### config.mk
export PLATFORM = sky130hd
export DESIGN_NAME = misr_signature_unit
export DESIGN_NICKNAME = d
export VERILOG_FILES = /design/src/rtl/misr_signature_unit.sv
export SDC_FILE = /design/constraint.sdc
export NUM_CORES = 1
export LEC_CHECK = 0
export CAP_MARGIN = 20
export CORE_MARGIN = 2
export CORE_UTILIZATION = 50
export DETAILED_ROUTE_END_ITERATION = 16
export GPL_TIMING_DRIVEN = 1
export PLACE_DENSITY = 0.87
export SETUP_SLACK_MARGIN = 0.3
export SLEW_MARGIN = 20
export SYNTH_ARGS = -nofsm -noshare
export SYNTH_HDL_FRONTEND = slang
export SYNTH_SLANG_ARGS = --single-unit
export TNS_END_PERCENT = 1
### constraint.sdc
create_clock -name Clk -period 3.7 [get_ports Clk]
set_clock_uncertainty 0.2 [all_clocks]
set_input_delay 0.74 -clock Clk [delete_from_list [all_inputs] [get_ports Clk]]
set_output_delay 0.74 -clock Clk [all_outputs]
set_load 0.02 [all_outputs]
### src/rtl/misr_signature_unit.sv
// -----------------------------------------------------------------------------
// misr_signature_unit
//
// Multiple-input signature register (MISR) with a small session controller.
//
// In IDLE the register is driven directly by `mode`:
//   00 hold, 01 compress din when din_valid, 10 serial scan shift, 11 seed load.
// A `start` pulse in IDLE opens a counted session instead. The session
// compresses exactly `len` valid beats, then spends one CHECK cycle in which
// the signature is compared against `expected`. The result is latched on
// `pass`.
//
// Parameters
//   WIDTH  signature / data width (4..32)
//   POLY   feedback taps; bit i set means the feedback is XORed into stage i
//   SEED   signature value after reset
//   CNT_W  width of the session length counter
//
// Ports
//   Clk        clock; all state changes on its rising edge
//   reset      synchronous, active-high reset
//   mode       IDLE-state operation select
//   din        parallel response data to compress
//   din_valid  qualifies din
//   seed       value loaded by mode 11
//   sgi        scan serial input
//   sgo        scan serial output (MSB while scanning in IDLE, else 0)
//   start      begins a counted session (ignored while busy)
//   len        number of valid beats in the session
//   expected   golden signature compared in CHECK
//   signature  current register value
//   busy       high in RUN or CHECK
//   done       high for exactly the CHECK cycle
//   pass       result of the last comparison
// -----------------------------------------------------------------------------
module misr_signature_unit #(
   parameter int               WIDTH = 16,
   parameter logic [WIDTH-1:0] POLY  = 16'h1021,
   parameter logic [WIDTH-1:0] SEED  = '0,
   parameter int               CNT_W = 16
) (
   input  logic             Clk,
   input  logic             reset,
   input  logic [1:0]       mode,
   input  logic [WIDTH-1:0] din,
   input  logic             din_valid,
   input  logic [WIDTH-1:0] seed,
   input  logic             sgi,
   output logic             sgo,
   input  logic             start,
   input  logic [CNT_W-1:0] len,
   input  logic [WIDTH-1:0] expected,
   output logic [WIDTH-1:0] signature,
   output logic             busy,
   output logic             done,
   output logic             pass
);

   typedef enum logic [1:0] {
      S_IDLE  = 2'd0,
      S_RUN   = 2'd1,
      S_CHECK = 2'd2
   } state_t;

   localparam logic [1:0] M_HOLD = 2'b00;
   localparam logic [1:0] M_COMP = 2'b01;
   localparam logic [1:0] M_SCAN = 2'b10;
   localparam logic [1:0] M_LOAD = 2'b11;

   localparam logic [CNT_W-1:0] CNT_ONE = CNT_W'(1);

   state_t           state;
   logic [WIDTH-1:0] sig;
   logic [CNT_W-1:0] cnt;
   logic             pass_q;

   logic [WIDTH-1:0] sig_comp;
   logic [WIDTH-1:0] sig_scan;
   logic             last_beat;

   // Next-value candidates for the two shift operations.
   always_comb begin
      sig_comp = {sig[WIDTH-2:0], 1'b0} ^ (sig[WIDTH-1] ? POLY : '0) ^ din;
      sig_scan = {sig[WIDTH-2:0], sgi};
   end

   // The beat that consumes the final remaining count. Checking for 1 rather
   // than decrementing past zero keeps the full CNT_W range usable:
   // len = 2^CNT_W-1 compresses exactly that many beats with no wrap.
   assign last_beat = (cnt == CNT_ONE);

   always_ff @(posedge Clk) begin
      if (reset) begin
         state  <= S_IDLE;
         sig    <= SEED;
         cnt    <= '0;
         pass_q <= 1'b0;
      end else begin
         case (state)
            S_IDLE: begin
               if (start) begin
                  // Session open: signature is left as-is so a prior seed
                  // load or scan-in becomes the session's starting value.
                  pass_q <= 1'b0;
                  cnt    <= len;
                  state  <= (len == '0) ? S_CHECK : S_RUN;
               end else begin
                  case (mode)
                     M_HOLD: sig <= sig;
                     M_COMP: if (din_valid) sig <= sig_comp;
                     M_SCAN: sig <= sig_scan;
                     M_LOAD: sig <= seed;
                     default: sig <= sig;
                  endcase
               end
            end

            S_RUN: begin
               // mode and start are ignored; only valid beats advance.
               if (din_valid) begin
                  sig <= sig_comp;
                  cnt <= cnt - CNT_ONE;
                  if (last_beat) state <= S_CHECK;
               end
            end

            S_CHECK: begin
               pass_q <= (sig == expected);
               state  <= S_IDLE;
            end

            default: begin
               state <= S_IDLE;
            end
         endcase
      end
   end

   assign signature = sig;
   assign pass      = pass_q;
   assign busy      = (state != S_IDLE);
   assign done      = (state == S_CHECK);

   // Serial out is only meaningful while scanning; forced low during reset.
   assign sgo = (!reset && state == S_IDLE && mode == M_SCAN) ? sig[WIDTH-1] : 1'b0;

endmodule

# Yosys cells after proc, flatten, opt, wreduce, memory -nomap -nowiden
# Index checks and enable logic that the tools add are counted.
# op_classes
add_sub_neg,1
eq_ne,12
mux,16
bitwise,2
reduce_logical,13
# ops
operator,n
$mux 16,4
$pmux 16 s2,2
$pmux 16 s3,1
$eq 16x1->1 const B,1
$eq 16x16->1,1
$logic_not 16->1,1
$sub 16x1->16 const B,1
$xor 16x13->16,1
$xor 16x16->16,1
$mux 13,1
$ne 2x2->1 const B,5
$reduce_and 3->1,3
$mux 2,4
$eq 2x2->1 const B,3
$reduce_bool 2->1,3
$eq 2x1->1 const B,2
$logic_not 2->1,2
$pmux 2 s2,1
$logic_and 1x1->1,2
$mux 1,2
$pmux 1 s2,1
$reduce_and 2->1,1
$logic_not 1->1,1
# totals
reg_bits,35
input_bits,71

# Longest topological paths before layout
# Gate-level depths: netlist (run 1).
# logic_depth
depth_word,7
mapped_depth,6

# Worst setup path after synthesis (run 1)
# Ideal clock, no wire load.
# synth_timing
kind,input-to-output
startpoint,in mode[0]
endpoint,out sgo
arrival_time_ns,2.067
required_ns,2.760
path_slack_ns,0.693
cell_stages,3
path_buffers,2
cell_sequence,clkbuf_1 buf_1 nor4_1
# synth_between
elab_chain_len,3
# synth_lines
element,line_no,text
"start, declared",44,"input logic [1:0] mode,"
$eq 2x2->1,145,assign sgo = (!reset && state == S_IDLE && mode == M_SCAN) ? sig[WIDTH-1] : 1'b0;
$logic_and 1x1->1,145,
$mux 1,145,
"end, declared",49,"output logic sgo,"
# Every way passes these cells.

# Worst setup path in the final report (run 1)
# Same ends and word-level chain as after synthesis.

==> results by stage, run 1 <==
Power and ir drop:
- In this run, the clock network consumes 18.7% of the power.
- For this design the total switching power over the nets is 0.588 mW.
- The power density normalized to cell area is 399 nW/um^2.
- The sequential fraction of design power is 35.9%.
- The cell-internal power is 0.869 mW.
- Of the total power, combinational logic draws 45.4%.
- For this design the static power due to leakage is 1.30 nW.
- The switching power share of the total is 40.4%.
- The peak supply drop is 0.000198 V.

Final layout:
- After the last flow step, the layout net total stands at 484.
- The antenna diode count is 0.
- In the layout the commonest cells are clkdlybuf4s50_1, o21ai_0, dfxtp_1, a21oi_1, a211oi_1.
- Cells with a size suffix above 1 make up 5.58% of the layout.
- After filler insertion, the fill cell instance count of the layout stands at 412.
- Compared with the post-synthesis result, the final layout area differs by 38.4%.
- With fillers left out, the area of the finished cells amounts to 3650 um^2.
- Leaving out fill and tap cells, the most frequent cell in the layout is clkdlybuf4s50_1.

CTS:
- After clock tree synthesis, the flow added hold-fix buffers numbering 0.
- The clock-pin slew reported for the worst setup and hold paths after clock tree synthesis is 0.07 ns.
- The total number of clock tree sinks is 35.
- The number of levels in the clock H-tree is 2.
- The longest clock path from root to sink contains 2 buffers.
- The post-cts resize count is 0.
- The clock reaches the later pin of the worst-skew pair after 0.29 ns.
- The clock tree from TritonCTS is built.
- The tree is rooted in a clkbuf_8.
- The number of clock buffers added by TritonCTS is 5.
- The number of setup buffers added after CTS is 0.

STA:
- The slew at the pin closest to its max-slew limit is 1.07 ns.
- The number of setup violations in the final report is 0.
- The peak clock frequency supported by timing is 313 MHz.
- The minimum period implied by the final worst setup slack is 3.19 ns.
- The number of hold violations in the final report came to 0.
- Setup repair after global routing left no endpoint under its margin.
- The portion of the clock cycle consumed by the worst path in the final layout is 86.3%.
- Headroom to the max-slew limit came out at 28.6%.
- Adding up every negative setup slack in the final design gives 0 ns.
- The max-slew violation count was 0.

Logic synthesis:
- In the synthesized netlist the dominant register cell turns out to be dfxtp_1.
- Synthesis produced 337 cells.
- Yosys mapped a number of flops with a built-in enable equal to 0.
- The async set-or-reset flop fraction in the synthesized netlist is 0%.
- The Yosys step of the flow raised 0 warnings.
- The share of the Yosys chip area taken by registers is 26.6%.
- The mapped netlist covers 2640 um^2.
- Dividing the synthesized area by the synthesized cell count gives 7.82 um^2.
- After synthesis, the netlist uses 52 different library cells.
- When the netlist entered floorplanning its net count stood at 410.
- Counting flops and latches in the post-synthesis netlist gives 35.

Global routing:
- The aggregate global routing overflow is 0.
- The number of global-route vias before repair was 2788.
- In the global route stage, overall resource usage came out at 29.5%.
- Entering global routing, the biggest net connects 33 pins.
- Global routing consumed, on the met3 layer, 5.21% of the routing resources.
- In the global route stage, met2 resource usage came out at 50.3%.
- The first global-routing pass estimated 14.1 mm of wire.
- Global routing used 37.9% of the available met1 tracks.
- The initial antenna violation count was 0.
- The busiest metal layer after global routing is met2.

Floorplanning:
- The effective utilization at floorplan is 51.6%.
- The row count is 26.
- The I/O pin count is 91.
- The core region is 5110 um^2.
- The die width is 76.6 um.
- The die is 76.6 um tall.
- The die footprint is 5870 um^2.

Setup path:
- The worst path buffer plus inverter count is 2.
- At the worst endpoint, the required time is 2.76 ns.
- The critical path class is in -> out.
- The critical path startpoint category is an input port.
- Among all stages on the critical path, the largest delay is contributed by clkdlybuf4s50_1.
- The largest fanout on the critical path is 2.
- The delay of the slowest critical-path stage is 0.67 ns.
- The type of element capturing the critical path is an output port.
- The signal on the critical path passes through clkdlybuf4s50_1 -> nor4_1 -> clkdlybuf4s50_1.
- Grouping stages by cell kind, the critical path spends the most delay in buffers and inverters.
- The library cell appearing most often on the critical path is clkdlybuf4s50_1.
- The signal arrival time at the worst endpoint is 2.25 ns.

Detailed routing:
- The detail route stage leaves a number of antenna-violating nets equal to 0.
- The pre-antenna-repair detailed-routing pass consisted of 5 iterations.
- The detailed router placed 3062 vias in this run.
- The via density per instance is 6.35.
- The count of unresolved DRC violations after routing is 0.
- Wires add up to 8.71 mm.
- The routed wire length per instance is 18.1 um.
- For this block, the initial DRC count from the detailed router was 315.

Hold path:
- The path category of the worst min-delay check is reg -> reg.

Place:
- The number of buffers inserted by port buffering is 90.
- The estimated wirelength of the detail-placed design is 6.14 mm.
- After detailed placement, the total cell area comes to 3560 um^2.
- The final RePlAce weighted congestion is 0.829.

Status:
- The flow ran to the end, and the final reports show no timing, DRC or antenna violations.

Job:
- The reported max-cap violation count is 0.
==> synth_stat cells, types with 3 or more instances <==
cell type / count / area share [%]
o21ai_0: 36 / 6.8
dfxtp_1: 35 / 27
a21oi_1: 29 / 5.5
clkbuf_1: 25 / 3.6
a211oi_1: 20 / 5.7
nor3_1: 19 / 3.6
mux2i_1: 17 / 6.5
nor2_1: 17 / 2.4
xnor2_1: 15 / 5.0
xor2_1: 15 / 5.0
nor4_1: 10 / 2.4
nand2_1: 8 / 1.1
or4_1: 8 / 2.3
nand3_1: 7 / 1.3
inv_1: 5 / 0.71
nand2b_1: 5 / 1.2
nand3b_1: 4 / 1.1
o41ai_1: 4 / 1.3
a31oi_1: 3 / 0.71
and3_1: 3 / 0.71
buf_1: 3 / 0.43
nor2b_1: 3 / 0.71
nor4b_1: 3 / 1.0
o211ai_1: 3 / 0.85
o21a_1: 3 / 0.85
==> sequential cells by signal (all words and copies together) (netlist names) <==
signal	cells
signature	16
pass	1
state	2
cnt	16
==> routing by layer <==
metal / wire length [um] / vias up
met1: 3660 / 1449
met5: 0 / -
met4: 142 / 0
met2: 4240 / 175
met3: 664 / 21
li1: - / 1417
==> worst paths after layout <==
path	start	endpoint	slack [ns]	depth (start not counted)
setup reg to reg	state[0]	signature[8]	0.97	4
setup / recovery	mode[0]	sgo	0.51	3
hold / removal	pass	pass	0.31	2
hold reg to reg	pass	pass	0.31	2
==> power groups by stage <==
stage	combinational, mW	sequential, mW	clock, mW
after global placement	0.634	0.525	0
final	0.661	0.523	0.272
after global routing	0.715	0.533	0.290
after floorplan	0.413	0.522	0
after CTS	0.652	0.520	0.274
after detailed placement	0.647	0.529	0
==> layout make-up <==
| class | count | area (um^2) | share of cell area, % |
|---|---|---|---|
| inverter | 6 | 22.5 | 0.617 |
| clock buffer | 5 | 68.8 | 1.89 |
| multi-input combinational | 266 | 1800 | 49.3 |
| tap | 70 | 87.6 | 2.40 |
| sequential | 35 | 701 | 19.2 |
| clock inverter | 3 | 15.0 | 0.412 |
| timing repair buffer | 97 | 953 | 26.1 |
==> metrics by stage <==
stage | utilization, % | total power [mW] | setup WS, ns | hold slack (ns) | std cells
after floorplan | - | 0.935 | 0.693 | 0.285 | 337
after global placement | 69.8 | 1.16 | 0.515 | 0.299 | 474
after detailed placement | 69.8 | 1.18 | 0.505 | 0.293 | 474
after CTS | 71.4 | 1.45 | 0.500 | 0.313 | 482
after global routing | 71.4 | 1.54 | 0.437 | 0.341 | 482
final | 71.4 | 1.46 | 0.507 | 0.309 | 482
==> worst reg2reg max path, delay by kind of cell (launching register included) <==
kind,cells,cell delay (ns)
compound gates,3,1.35
simple gates,1,0.53
flops,1,0.60
==> kinds of logic (layout without fill, tap and decap cells) <==
family,after synthesis,after routing,synth area share (%)
AO/OA/AOI/OAI,119,119,28.7
AND/OR/NAND/NOR,96,96,20.4
buffers and inverters,36,111,5.22
flip-flops,35,35,26.6
XOR/XNOR,32,32,11.7
multiplexers,17,17,6.46
adder cells (fa/ha/maj),2,2,0.950
Power figures use the tool's default switching activity.
==> inputs of run 2 (changes only) <==
- RECOVER_POWER: not set -> 50
==> results by stage, run 2 (same netlist as run 1, synthesis figures left out) <==
STA:
- The number of hold violations in the final report is 0 (unchanged).
- The worst hold margin was 0.305 ns (-0.00335 ns).
- The peak clock frequency supported by timing is 313 MHz (about the same).
- The max-slew violation count came to 0 (unchanged).
- The total negative slack is 0 ns (unchanged).
- The portion of the clock cycle consumed by the worst path in the final layout is 86.3% (about the same).
- The worst slew slack as a fraction of its limit was 29.9% (+1.3 points).
- The slew at the pin closest to its max-slew limit is 1.05 ns (-0.0197 ns).
- Setup repair after global routing left no endpoint under its margin.
- The minimum period implied by the final worst setup slack is 3.19 ns (+0.00202 ns).
- The number of setup violations in the final report is 0 (unchanged).

Place:
- The number of placed cells counting well taps is 474 (unchanged).
- The area of placed instances is 3560 um^2 (unchanged).
- The number of buffers inserted by port buffering is 90 (unchanged).
- The estimated wirelength of the detail-placed design is 6.14 mm (unchanged).
- The final RePlAce weighted congestion is 0.829 (unchanged).

Status:
- The run finished with clean final reports.

Final layout:
- The share of final-layout standard cells stronger than drive strength 1 is 5.10% (-0.49 points).
- From synthesis to final layout, the design area changed by 38.3%.
- The register area was 701 um^2 (unchanged).
- The final net count is 484 (unchanged).
- The area of all placed cells without fillers was 3640 um^2 (-0.10%).
- The library cell used most frequently in the layout, excluding fill and tap cells, is clkdlybuf4s50_1.
- The multi-input combinational cell area came to 1800 um^2 (unchanged).
- The antenna diode count is 0 (unchanged).
- The number of fill cells is 412 (unchanged).
- In the layout the commonest cells are clkdlybuf4s50_1, o21ai_0, dfxtp_1, a21oi_1, a211oi_1.
- The number of standard cells in the layout, taps in and fillers out is 482 (unchanged).

Power and ir drop:
- The cell-internal power is 0.858 mW (-1.2%).
- The proportion of power drawn by combinational gates is 44.9% (-0.5 points).
- The static leakage is 1.34 nW (+3.6%).
- The share of power burned in the clock network is 18.9% (+0.2 points).
- The sequential fraction of design power is 36.2% (+0.3 points).
- The power density normalized to cell area is 396 nW/um^2 (-0.72%).
- The switching power share of the total is 40.6% (+0.21 points).
- The net switching power of the design is 0.586 mW (-0.30%).
- The peak supply drop came to 0.000198 V (-0.30%).

CTS:
- The clock tree root driver cell is clkbuf_8.
- The number of buffers between clock root and the deepest sink is 2 (unchanged).
- The total number of clock tree sinks came to 35 (unchanged).
- The number of buffers inserted during clock tree synthesis was 5 (unchanged).
- The clock-pin slew reported for the worst setup and hold paths after clock tree synthesis was 0.07 ns (about the same).
- The number of buffers inserted for hold repair after clock tree synthesis is 0 (unchanged).
- The clock tree from TritonCTS is built.
- The number of levels in the clock H-tree is 2 (unchanged).
- The buffer count from post-CTS setup fixing was 0 (unchanged).
- The clock latency at the later pin of the worst-skew pair was 0.29 ns (about the same).
- The post-cts resize count is 0 (unchanged).

Detailed routing:
- The via density per instance is 6.27 (-1.3%).
- The routed wire length per instance was 18.0 um (-0.49%).
- The violation count after the first detailed-routing iteration came to 304 (-3.5%).
- The count of unresolved DRC violations after routing came to 0 (unchanged).
- The detailed-route wire length is 8.67 mm (-0.49%).
- The total number of vias is 3021 (-1.3%).
- The number of nets with antenna violations after routing is 0 (unchanged).
- The first-pass iteration count of the detailed router is 5 (unchanged).

Setup path:
- The signal arrival time at the worst endpoint is 2.25 ns (about the same).
- The slack of the worst reg-to-reg path is 0.95 ns (-0.02 ns).
- The critical path class is in -> out.
- The signal on the critical path passes through clkdlybuf4s50_1 -> nor4_1 -> clkdlybuf4s50_1.
- The type of element capturing the critical path is an output port.
- STA classifies the critical path startpoint as an input port.
- The library cell appearing most often on the critical path is clkdlybuf4s50_1.
- For this design, the slowest cell found on the critical path is clkdlybuf4s50_1.
- The largest fanout on the critical path is 2 (unchanged).
- The delay of the slowest critical-path stage is 0.67 ns (about the same).
- The required arrival time at the worst endpoint is 2.76 ns (about the same).

Job:
- The reported max-cap violation count is 0 (unchanged).

Floorplanning:
- The row count was 26 (unchanged).
- The I/O pin count is 91 (unchanged).
- The die outline height was 76.6 um (unchanged).
- The die footprint was 5870 um^2 (unchanged).
- The effective utilization at floorplan is 51.6% (unchanged).
- The core footprint is 5110 um^2 (unchanged).
- The die width is 76.6 um (unchanged).

Hold path:
- The path category of the worst min-delay check is reg -> reg.

Global routing:
- The number of global-route vias before repair is 2788 (unchanged).
- The initial antenna violation count is 0 (unchanged).
- The largest net degree at the start of global routing is 33 (unchanged).
- The global-route wire length before repair is 14.1 mm (unchanged).
- The total track usage came to 29.5% (unchanged).
- The aggregate global routing overflow came to 0 (unchanged).
==> run 2: path summary, 6_finish.rpt <==
check	startpoint	endpoint	depth (start not counted)
min reg2reg	pass	pass	2
min	pass	pass	2
max reg2reg	state[0]	signature[8]	4
max	mode[0]	sgo	3
==> run 2: routing by layer <==
metal,track usage (%),wire length [um],vias to the layer above
li1,-,-,1416
met1,37.9,3660,1432
met2,50.3,4180,157
met3,5.21,703,16
met4,9.27,122,0
met5,0,0,-
==> run 2: stage by stage <==
step | power [mW] | setup slack [ns] | utilization [%]
after floorplan | 0.935 | 0.693 | -
after global placement | 1.16 | 0.515 | 69.8
after detailed placement | 1.18 | 0.505 | 69.8
after CTS | 1.45 | 0.500 | 71.4
after global routing | 1.53 | 0.437 | 71.3
final | 1.44 | 0.505 | 71.3
==> run 2: power groups by stage <==
| stage | Combinational [mW] | Clock, mW | Sequential, mW |
|---|---|---|---|
| floorplan | 0.413 | 0 | 0.522 |
| global placement | 0.634 | 0 | 0.525 |
| detailed placement | 0.647 | 0 | 0.529 |
| CTS | 0.652 | 0.274 | 0.520 |
| global route | 0.705 | 0.290 | 0.532 |
| finish | 0.648 | 0.274 | 0.522 |
==> run 2: cell type report <==
cell class / count / share of cell area (%)
Clock buffer: 5 / 1.89
Clock inverter: 3 / 0.412
Inverter: 6 / 0.618
Multi-Input combinational cell: 266 / 49.4
Sequential cell: 35 / 19.2
Tap cell: 70 / 2.40
Timing Repair Buffer: 97 / 26.1
==> run 2: worst max-delay path, delay by kind of cell <==
family                 cells  cell delay [ns]
AND/OR/NAND/NOR            1             0.35
buffers and inverters      2             1.17
==> inputs of run 3 (changes only) <==
- CORE_UTILIZATION: 50 -> 65
- DONT_BUFFER_PORTS: not set -> 1
- PLACE_DENSITY: 0.87 -> 0.81
==> results by stage, run 3 (same netlist as run 1, synthesis figures left out) <==
Status:
- The run finished with clean final reports.

Floorplanning:
- The die footprint is 4580 um^2 (-22%).
- The core footprint was 3940 um^2 (-23%).
- The die outline height came to 67.7 um (-12%).
- The row count is 23 (-12%).
- The I/O pin count is 91 (unchanged).
- The effective utilization at floorplan is 66.8% (+15 points).
- The die width is 67.7 um (-12%).

Power and ir drop:
- The net switching power of the design was 0.550 mW (-6.1%).
- The cell-internal power is 0.902 mW (+5.1%).
- The switching power share of the total came to 37.9% (-2.7 points).
- The power density normalized to cell area was 526 nW/um^2 (+33%).
- The static leakage is 0.959 nW (-29%).
- The sequential fraction of design power came to 37.8% (+1.6 points).
- The proportion of power drawn by combinational gates is 33.2% (-12 points).
- The peak supply drop came to 0.000433 V (+120%).
- The share of power burned in the clock network is 29.0% (+10 points).

Detailed routing:
- The detailed-route wire length came to 7.44 mm (-14%).
- The total number of vias came to 2636 (-13%).
- The number of nets with antenna violations after routing is 0 (unchanged).
- The via density per instance is 7.09 (+13%).
- The violation count after the first detailed-routing iteration is 245 (-19%).
- The first-pass iteration count of the detailed router is 5 (unchanged).
- The count of unresolved DRC violations after routing is 0 (unchanged).
- The routed wire length per instance was 20.0 um (+11%).

CTS:
- The cell sitting at the root of the clock tree is a clkbuf_8.
- The clock tree from TritonCTS is built.
- The number of buffers between clock root and the deepest sink was 2 (unchanged).
- The number of buffers inserted for hold repair after clock tree synthesis came to 0 (unchanged).
- The clock-pin slew reported for the worst setup and hold paths after clock tree synthesis is 0.09 ns (+0.02 ns).
- The total number of clock tree sinks came to 35 (unchanged).
- The buffer count from post-CTS setup fixing is 0 (unchanged).
- The clock latency at the later pin of the worst-skew pair is 0.30 ns (about the same).
- The number of buffers inserted during clock tree synthesis is 5 (unchanged).
- The number of levels in the clock H-tree is 2 (unchanged).
- The post-cts resize count came to 0 (unchanged).

Hold path:
- The startpoint identified for the worst hold timing path is reset.
- The tightest min-delay check is of the in -> reg type.
- The path with the worst hold slack has its endpoint at signature[3].
- The number of cells on the worst hold path is 1 (-1).

Setup path:
- The type of element capturing the critical path is a flip-flop.
- The worst reg-to-reg path cell count came to 5 (+1).
- The slowest stage of the critical path is the nor2b_1 cell.
- The startpoint identified for the worst register-to-register timing path is state[0].
- The signal arrival time at the worst endpoint is 2.90 ns (+0.65 ns).
- The critical path is of the reg -> reg type.
- The required arrival time at the worst endpoint is 3.68 ns (+0.92 ns).
- The worst setup path is launched from a flip-flop.
- The slack of the worst reg-to-reg path is 0.78 ns (-0.17 ns).
- The largest fanout on the critical path was 18 (+16).
- Walking the worst path, the cells encountered are nor2b_1 -> clkbuf_1 -> o221ai_1 -> nand3_1 -> a21oi_1.
- In this run the critical register-to-register path is captured at signature[12].
- The delay of the slowest critical-path stage is 0.85 ns (+0.18 ns).

Global routing:
- The initial antenna violation count is 0 (unchanged).
- The global-route wire length before repair is 11.6 mm (-18%).
- The largest net degree at the start of global routing came to 34 (+3.0%).
- The total track usage is 33.6% (+4.1 points).
- The number of global-route vias before repair is 2384 (-14%).
- The aggregate global routing overflow is 0 (unchanged).

Place:
- The number of placed cells counting well taps is 364 (-23%).
- The final RePlAce weighted congestion is 0.860 (+3.7%).
- The number of buffers inserted by port buffering came to 0 (-100%).
- The estimated wirelength of the detail-placed design is 5.12 mm (-17%).

STA:
- The portion of the clock cycle consumed by the worst path in the final layout was 78.9% (-7.4 points).
- The slew at the pin closest to its max-slew limit is 1.00 ns (-0.0475 ns).
- The peak clock frequency supported by timing is 342 MHz (+9.4%).
- The number of hold violations in the final report is 0 (unchanged).
- The minimum period implied by the final worst setup slack is 2.92 ns (-0.274 ns).
- The max-slew violation count was 0 (unchanged).
- The worst slew slack as a fraction of its limit is 33.1% (+3.2 points).
- The total negative slack is 0 ns (unchanged).
- The number of setup violations in the final report is 0 (unchanged).
- Setup repair after global routing left no endpoint under its margin.

Final layout:
- The most common cell after layout, fill and taps aside is o21ai_0.
- The antenna diode count is 0 (unchanged).
- The number of standard cells in the layout, taps in and fillers out was 372 (-23%).
- The number of fill cells is 331 (-20%).
- The share of final-layout standard cells stronger than drive strength 1 is 5.90% (+0.80 points).
- The final net count is 394 (-19%).
- The area growth from synthesis to layout is 4.75%.
- The library cells used most frequently in the layout, excluding fill and tap cells, are o21ai_0, dfxtp_1, a21oi_1, a211oi_1, nor3_1.

Job:
- The reported max-cap violation count is 0 (unchanged).
[run 3: final cells by class]
class | count | area (um^2) | share of cell area (%)
timing repair buffer | 7 | 41.3 | 1.50
tap | 50 | 62.6 | 2.27
sequential | 35 | 701 | 25.4
clock buffer | 5 | 68.8 | 2.49
clock inverter | 3 | 67.6 | 2.45
inverter | 6 | 22.5 | 0.816
multi-input combinational | 266 | 1800 | 65.1
[run 3: per-stage QoR]
stage	cell area [um^2]	worst slack, ns	total power [mW]	utilization (%)	hold WS (ns)
detailed placement	2640	1.17	1.03	66.9	0.307
global placement	2640	1.23	1.02	66.9	0.302
CTS	2770	1.05	1.45	70.4	0.295
global route	2760	0.501	1.53	70.0	0.288
finish	2760	0.779	1.45	70.0	0.305
floorplan	2640	0.693	0.935	-	0.285
[run 3: power by group through the flow]
stage                     clock [mW]  combinational, mW  sequential [mW]
after floorplan                    0              0.413            0.522
after global placement             0              0.472            0.551
after detailed placement           0              0.476            0.556
after CTS                      0.421              0.481            0.548
after global routing           0.437              0.537            0.561
final                          0.421              0.483            0.549
[run 3: how the worst max path moves through the flow]
| stage | startpoint | end | slack, ns | depth (start not counted) |
|---|---|---|---|---|
| after CTS | state[0] | sgo | 1.05 | 4 |
| after detailed placement | cnt[5] | cnt[13] | 1.17 | 4 |
| after global placement | cnt[5] | cnt[13] | 1.23 | 4 |
| after global routing | state[0] | signature[14] | 0.50 | 5 |
| after floorplan | mode[0] | sgo | 0.69 | 3 |
| final | state[0] | signature[12] | 0.78 | 5 |
[run 3: metal layers]
metal / track usage (%) / share of wire (%) / up-vias
met3: 7.17 / 9.5 / 16
met1: 40.1 / 38 / 1235
li1: - / - / 1238
met2: 58.0 / 50 / 147
met4: 14.3 / 2.2 / 0
met5: 0 / 0 / -
[run 3: critical path, delay by kind of cell, from the launching register on]
kind | cells | cell delay, ns
buffers and inverters | 1 | 0.76
flip-flops | 1 | 0.59
AO/OA/AOI/OAI | 2 | 0.27
AND/OR/NAND/NOR | 2 | 0.99
